$ cat config.mk
export PLATFORM = sky130hd
export DESIGN_NAME = pipelined_adder
export DESIGN_NICKNAME = d
export VERILOG_FILES = /design/src/rtl/pipelined_adder.sv
export SDC_FILE = /design/constraint.sdc
export NUM_CORES = 1
export LEC_CHECK = 0
export ABC_AREA = 1
export CAP_MARGIN = 0
export CORE_MARGIN = 4
export CORE_UTILIZATION = 55
export CTS_CLUSTER_SIZE = 14
export DETAILED_ROUTE_END_ITERATION = 16
export GPL_ROUTABILITY_DRIVEN = 1
export PLACE_DENSITY = 0.8
export SKIP_CTS_REPAIR_TIMING = 1
export SKIP_LAST_GASP = 1
export SYNTH_ARGS = -nofsm -noshare
export SYNTH_HDL_FRONTEND = slang
export SYNTH_SLANG_ARGS = --single-unit
$ cat constraint.sdc
create_clock -name CLK -period 3.45 [get_ports CLK]
set_input_delay 0.5175 -clock CLK [delete_from_list [all_inputs] [get_ports CLK]]
set_output_delay 0.5175 -clock CLK [all_outputs]
set_load 0.01 [all_outputs]
$ cat src/rtl/pipelined_adder.sv
// Chunked ripple-carry adder/subtractor: STAGES registered chunks of WIDTH/STAGES bits, latency STAGES cycles.
// Valid/ready handshake; the whole pipeline freezes while the output holds a result that is not taken.
module pipelined_adder #(
  parameter int WIDTH  = 16,
  parameter int STAGES = 4
) (
  input  logic             CLK,
  input  logic             RSTN,
  input  logic [WIDTH-1:0] A,
  input  logic [WIDTH-1:0] B,
  input  logic             CIN,
  input  logic             SUB,
  input  logic             IN_VALID,
  output logic             IN_READY,
  output logic [WIDTH-1:0] SUM,
  output logic             COUT,
  output logic             OVF,
  output logic             OUT_VALID,
  input  logic             OUT_READY
);

  localparam int CW = WIDTH / STAGES;

  logic             vld_q [STAGES];
  logic             cy_q  [STAGES];
  logic [WIDTH-1:0] a_q   [STAGES];
  logic [WIDTH-1:0] b_q   [STAGES];
  logic [WIDTH-1:0] s_q   [STAGES];
  logic             ovf_q;

  logic             v_in  [STAGES];
  logic             c_in  [STAGES];
  logic [WIDTH-1:0] a_in  [STAGES];
  logic [WIDTH-1:0] b_in  [STAGES];
  logic [WIDTH-1:0] s_in  [STAGES];
  logic [CW:0]      part  [STAGES];
  logic [WIDTH-1:0] s_d   [STAGES];
  logic             ovf_d;
  logic             adv;

  assign adv = ~vld_q[STAGES-1] | OUT_READY;

  // Subtraction is A + ~B + ~CIN, so stage 0 sees the inverted operand and carry.
  always_comb begin
    a_in[0] = A;
    b_in[0] = SUB ? ~B : B;
    c_in[0] = CIN ^ SUB;
    s_in[0] = '0;
    v_in[0] = IN_VALID;
    for (int k = 1; k < STAGES; k++) begin
      a_in[k] = a_q[k-1];
      b_in[k] = b_q[k-1];
      c_in[k] = cy_q[k-1];
      s_in[k] = s_q[k-1];
      v_in[k] = vld_q[k-1];
    end
  end

  always_comb begin
    for (int k = 0; k < STAGES; k++) begin
      part[k] = {1'b0, a_in[k][k*CW +: CW]}
              + {1'b0, b_in[k][k*CW +: CW]}
              + {{CW{1'b0}}, c_in[k]};
      s_d[k] = s_in[k];
      s_d[k][k*CW +: CW] = part[k][CW-1:0];
    end
    ovf_d = (a_in[STAGES-1][WIDTH-1] == b_in[STAGES-1][WIDTH-1]) &&
            (s_d[STAGES-1][WIDTH-1] != a_in[STAGES-1][WIDTH-1]);
  end

  // Data registers load only behind a valid bit, so bubbles leave the last result on SUM.
  always_ff @(posedge CLK) begin
    if (!RSTN) begin
      for (int k = 0; k < STAGES; k++) begin
        vld_q[k] <= 1'b0;
        cy_q[k]  <= 1'b0;
        a_q[k]   <= '0;
        b_q[k]   <= '0;
        s_q[k]   <= '0;
      end
      ovf_q <= 1'b0;
    end else if (adv) begin
      for (int k = 0; k < STAGES; k++) begin
        vld_q[k] <= v_in[k];
        if (v_in[k]) begin
          a_q[k]  <= a_in[k];
          b_q[k]  <= b_in[k];
          cy_q[k] <= part[k][CW];
          s_q[k]  <= s_d[k];
        end
      end
      if (v_in[STAGES-1]) begin
        ovf_q <= ovf_d;
      end
    end
  end

  assign IN_READY  = adv;
  assign SUM       = s_q[STAGES-1];
  assign COUT      = cy_q[STAGES-1];
  assign OVF       = ovf_q;
  assign OUT_VALID = vld_q[STAGES-1];

endmodule

# Word-level counts from Yosys, hierarchy flattened
# Memory sizes are Yosys's and may differ from the RTL's.
# Cells that the tools add are included.
[op_classes]
addsub = 8
n_eq_ne = 2
muxes = 41
bitwise_logic = 24
reduce_logical = 2
[ops]
columns = ["op", "count"]
rows = [
  ["16-bit 2-to-1 mux", 13],
  ["1-bit 2-to-1 mux", 28],
  ["1-bit OR", 21],
  ["4-bit by 4-bit adder with 5-bit output", 4],
  ["5-bit by 1-bit adder with 5-bit output", 4],
  ["16-bit NOT", 1],
  ["2-bit AND reduction", 1],
  ["1-bit == test", 1],
  ["1-bit logical AND", 1],
  ["1-bit inequality test", 1],
  ["1-bit NOT", 1],
  ["1-bit bitwise XOR", 1],
]
[totals]
register_bits = 1
mem_bits_rw = 200
memories = 5
[mem_list]
columns = ["name", "words", "word_bits", "rd", "rd_clocked_by_memory_dff", "wr", "line_no", "text"]
rows = [
  ["a_q", 4, 16, 3, 0, 4, "26", "logic [WIDTH-1:0] a_q [STAGES];"],
  ["b_q", 4, 16, 3, 0, 4, "27", "logic [WIDTH-1:0] b_q [STAGES];"],
  ["s_q", 4, 16, 4, 0, 4, "28", "logic [WIDTH-1:0] s_q [STAGES];"],
  ["cy_q", 4, 1, 4, 0, 4, "25", "logic cy_q [STAGES];"],
  ["vld_q", 4, 1, 4, 0, 4, "24", "logic vld_q [STAGES];"],
]

# Longest topological paths before layout
# An unclocked memory read counts as a cell.
[depth]
ltp_word = 7
mapped_depth = 10
ltp_nobuf = 8

# Worst setup path after synthesis
# OpenSTA, ideal clock, no wires.
[synth_path]
kind = "reg-to-reg"
start = "memory vld_q[3]"
end = "memory a_q[1][8], in the netlist a_q[0][24] (enable)"
setup_ns = 0.438
arrival_time_ns = 2.330
required_ns = 3.012
path_slack_ns = 0.682
stages_incl_launch_ff = 4
n_path_buf = 0
period_less_slack_ns = 2.768
path_cell_list = "edfxtp_1 > inv_1 > nor2_1 > o21ai_0"
[synth_rtl]
columns = ["item", "line_no"]
rows = [
  ["from (decl)", "24"],
  ["to (decl)", "26"],
]

# Final worst setup path
[layout_path]
start = "input OUT_READY"
end = "output IN_READY"
[layout_via]
elab_chain_len = 1
[layout_lines]
columns = ["item", "line_no", "text"]
rows = [
  ["from (decl)", "19", "input logic OUT_READY"],
  ["1-bit OR", "41", "assign adv = ~vld_q[STAGES-1] | OUT_READY;"],
  ["to (decl)", "14", "output logic IN_READY,"],
]
# No other way between the ends.

==> results.yml <==
status:
  status: "completed"
layout:
  area.growth.synth_to_final_pct: 18.0
  nNetsFinal: 517
  antenna_cells: 0
  layout_common_cells: "nor2_1, inv_1, edfxtp_1"
  fill_cells: 599
  drive_gt1_share_pct: 4.97
  layout_commonest_cell: "nor2_1"
  fin_area_um2: 5260
sta:
  finalHoldViolCount: 0
  rsz0062_at_grt: "false"
  clock_skew_ns: 0.00607
  period_needed_ns: 2.25
  fmax_ghz: 0.445
  setup_viol: 0
  post-route-period-util_pct: 65.1
  drv_slew: 0
  setup_tns_ns: 0
  tightestPinTransition_ns: 1.15
  slew_headroom_pct: 23.5
clock_network:
  clk_pin_slew_ns: 0.08
  cts_made_buffers: 9
  h-tree-depth: 3
  insertion_delay_ns: 0.34
  tritoncts: "yes"
  root_buffer: "clkbuf_8"
  clock_sink_count: 97
  ctsLongestPathBuffers: 2
global_routing:
  grt_pass1_wl_mm: 10.4
  first_global_vias: 2439
  antenna_found_initial: 0
  grt_max_degree: 31
  overflow: 0
  grtUsageTotal_pct: 13.5
critical_path:
  path_max_fanout: 5
  crit_buf_inv: 3
  critPathArrivalTime_ns: 1.73
  cp.required_ns: 2.93
  crit_path_cell_trace: "clkdlybuf4s50_1, inv_2, nand2_4, clkdlybuf4s50_1"
  startpoint_type: "primary input"
  crit_family: "buffers and inverters"
  crit_top_cell: "clkdlybuf4s50_1"
  slowest_delay_ns: 0.56
  endpoint_kind: "primary output"
  slowest_stage: "clkdlybuf4s50_1"
  worstSetupPathType: "in2out"
floorplan:
  core_um2: 7810
  initial_utilization_pct: 57.1
  io_pins: 58
  die_y_um: 98.0
  die_w_um: 98.0
  die-area_um2: 9600
  rows: 32
routing:
  drt_iter0_markers: 62
  vias: 2565
  via_per_inst: 4.54
  routed_wirelength_mm: 5.92
  wl_per_cell_um: 10.5
  drtPass1Iterations: 4
  ant_nets: 0
  drc: 0
placed_design:
  numPortBuffers: 57
  placed_cell_area_um2: 5080
  hpwlAfterDp_mm: 4.44
  gp_congestion: 0.803
synth:
  synth_seq_cells: 97
  yosysSeqAreaShare_pct: 63.8
  synthTopCellsByArea: "edfxtp_1, nor2_1, inv_1"
  synthDominantCellAreaShare_pct: 60.7
  syn-cell-area_um2: 4450
  synth_nets: 457
  synthCells: 399
  yosysUniqueCellTypes: 25
  syn_avg_cell_area_um2: 11.2
  yosysTopAreaCell: "edfxtp_1"
  yosysWarnings: 0
pwr:
  leakage_nw: 2.21
  p_per_area_nw_per_um2: 439
  ir_worst_vdd_mv: 0.206
hold_path:
  hp-class: "reg2reg"
job:
  drv_cap: 0
path summary, 6_finish.rpt:
check	startpoint	endpoint	slack, ns	cells after the start
setup / recovery	OUT_READY	IN_READY	1.20	4
hold / removal	OVF	OVF	0.48	2
setup reg to reg	vld_q[3]	b_q[0][29]	1.57	3
hold reg to reg	OVF	OVF	0.48	2
final cells by class:
| type | instances | area, um^2 | area share (%) |
|---|---|---|---|
| multi-input combinational | 196 | 1160 | 22.1 |
| inverter | 95 | 359 | 6.83 |
| tap | 102 | 128 | 2.43 |
| clock inverter | 1 | 30.0 | 0.571 |
| clock buffer | 14 | 143 | 2.71 |
| sequential | 97 | 2840 | 54.1 |
| timing repair buffer | 60 | 593 | 11.3 |
metrics by stage:
step	power [mW]	instances	worst slack (ns)	hold slack (ns)	utilization [%]
4_1_cts	2.33	565	1.20	0.480	67.3
3_5_place_dp	1.67	550	0.899	0.469	65.1
5_1_grt	2.42	565	1.15	0.504	67.3
3_3_place_gp	1.66	550	0.977	0.468	65.1
6_report	2.31	565	1.20	0.482	67.3
2_1_floorplan	1.57	399	0.682	0.448	-
power by group:
group          switching [mW]  total, mW  internal, mW  leakage (nW)
clock                   0.334      0.667         0.333        0.0847
combinational           0.138      0.258         0.120          1.11
sequential             0.0227       1.39          1.36          1.02
cells in the mapped netlist (all sizes together):
cell type	count
o21ai	13
nor2	94
inv	95
xnor2	14
ha	12
nor3b	3
nand3	8
dfxtp	7
fa	8
nor3	1
xor2	3
edfxtp	90
a21boi	1
a21oi	8
nand2	31
buf	11
per-layer routing:
layer	share of wire [%]	global-route usage, %	vias up
li1	-	-	1358
met4	1.6	5.32	0
met2	50	24.0	67
met3	6.1	4.00	10
met1	42	15.2	1130
met5	0	0	-
registers in the layout, summed over array words and instances, names as in the netlist:
register,count
s_q,40
a_q,24
b_q,24
cy_q,4
vld_q,4
OVF,1
cells by family (layout without fill, tap and decap cells):
group                    Yosys count  after routing  share of synthesized area (%)
AND/OR/NAND/NOR                  137            137                           13.2
buffers and inverters            106            170                           10.2
flip-flops                        97             97                           63.8
AO/OA/AOI/OAI                     22             22                           2.53
adder cells (fa/ha/maj)           20             20                           6.97
XOR/XNOR                          17             17                           3.34
worst register-to-register path, cell delays in order (launching register included):
cell and delay [ns]:
edfxtp_1 0.45, inv_1 0.08, nor2_1 0.08, o21ai_2 0.88
Power figures use the tool's default switching activity.
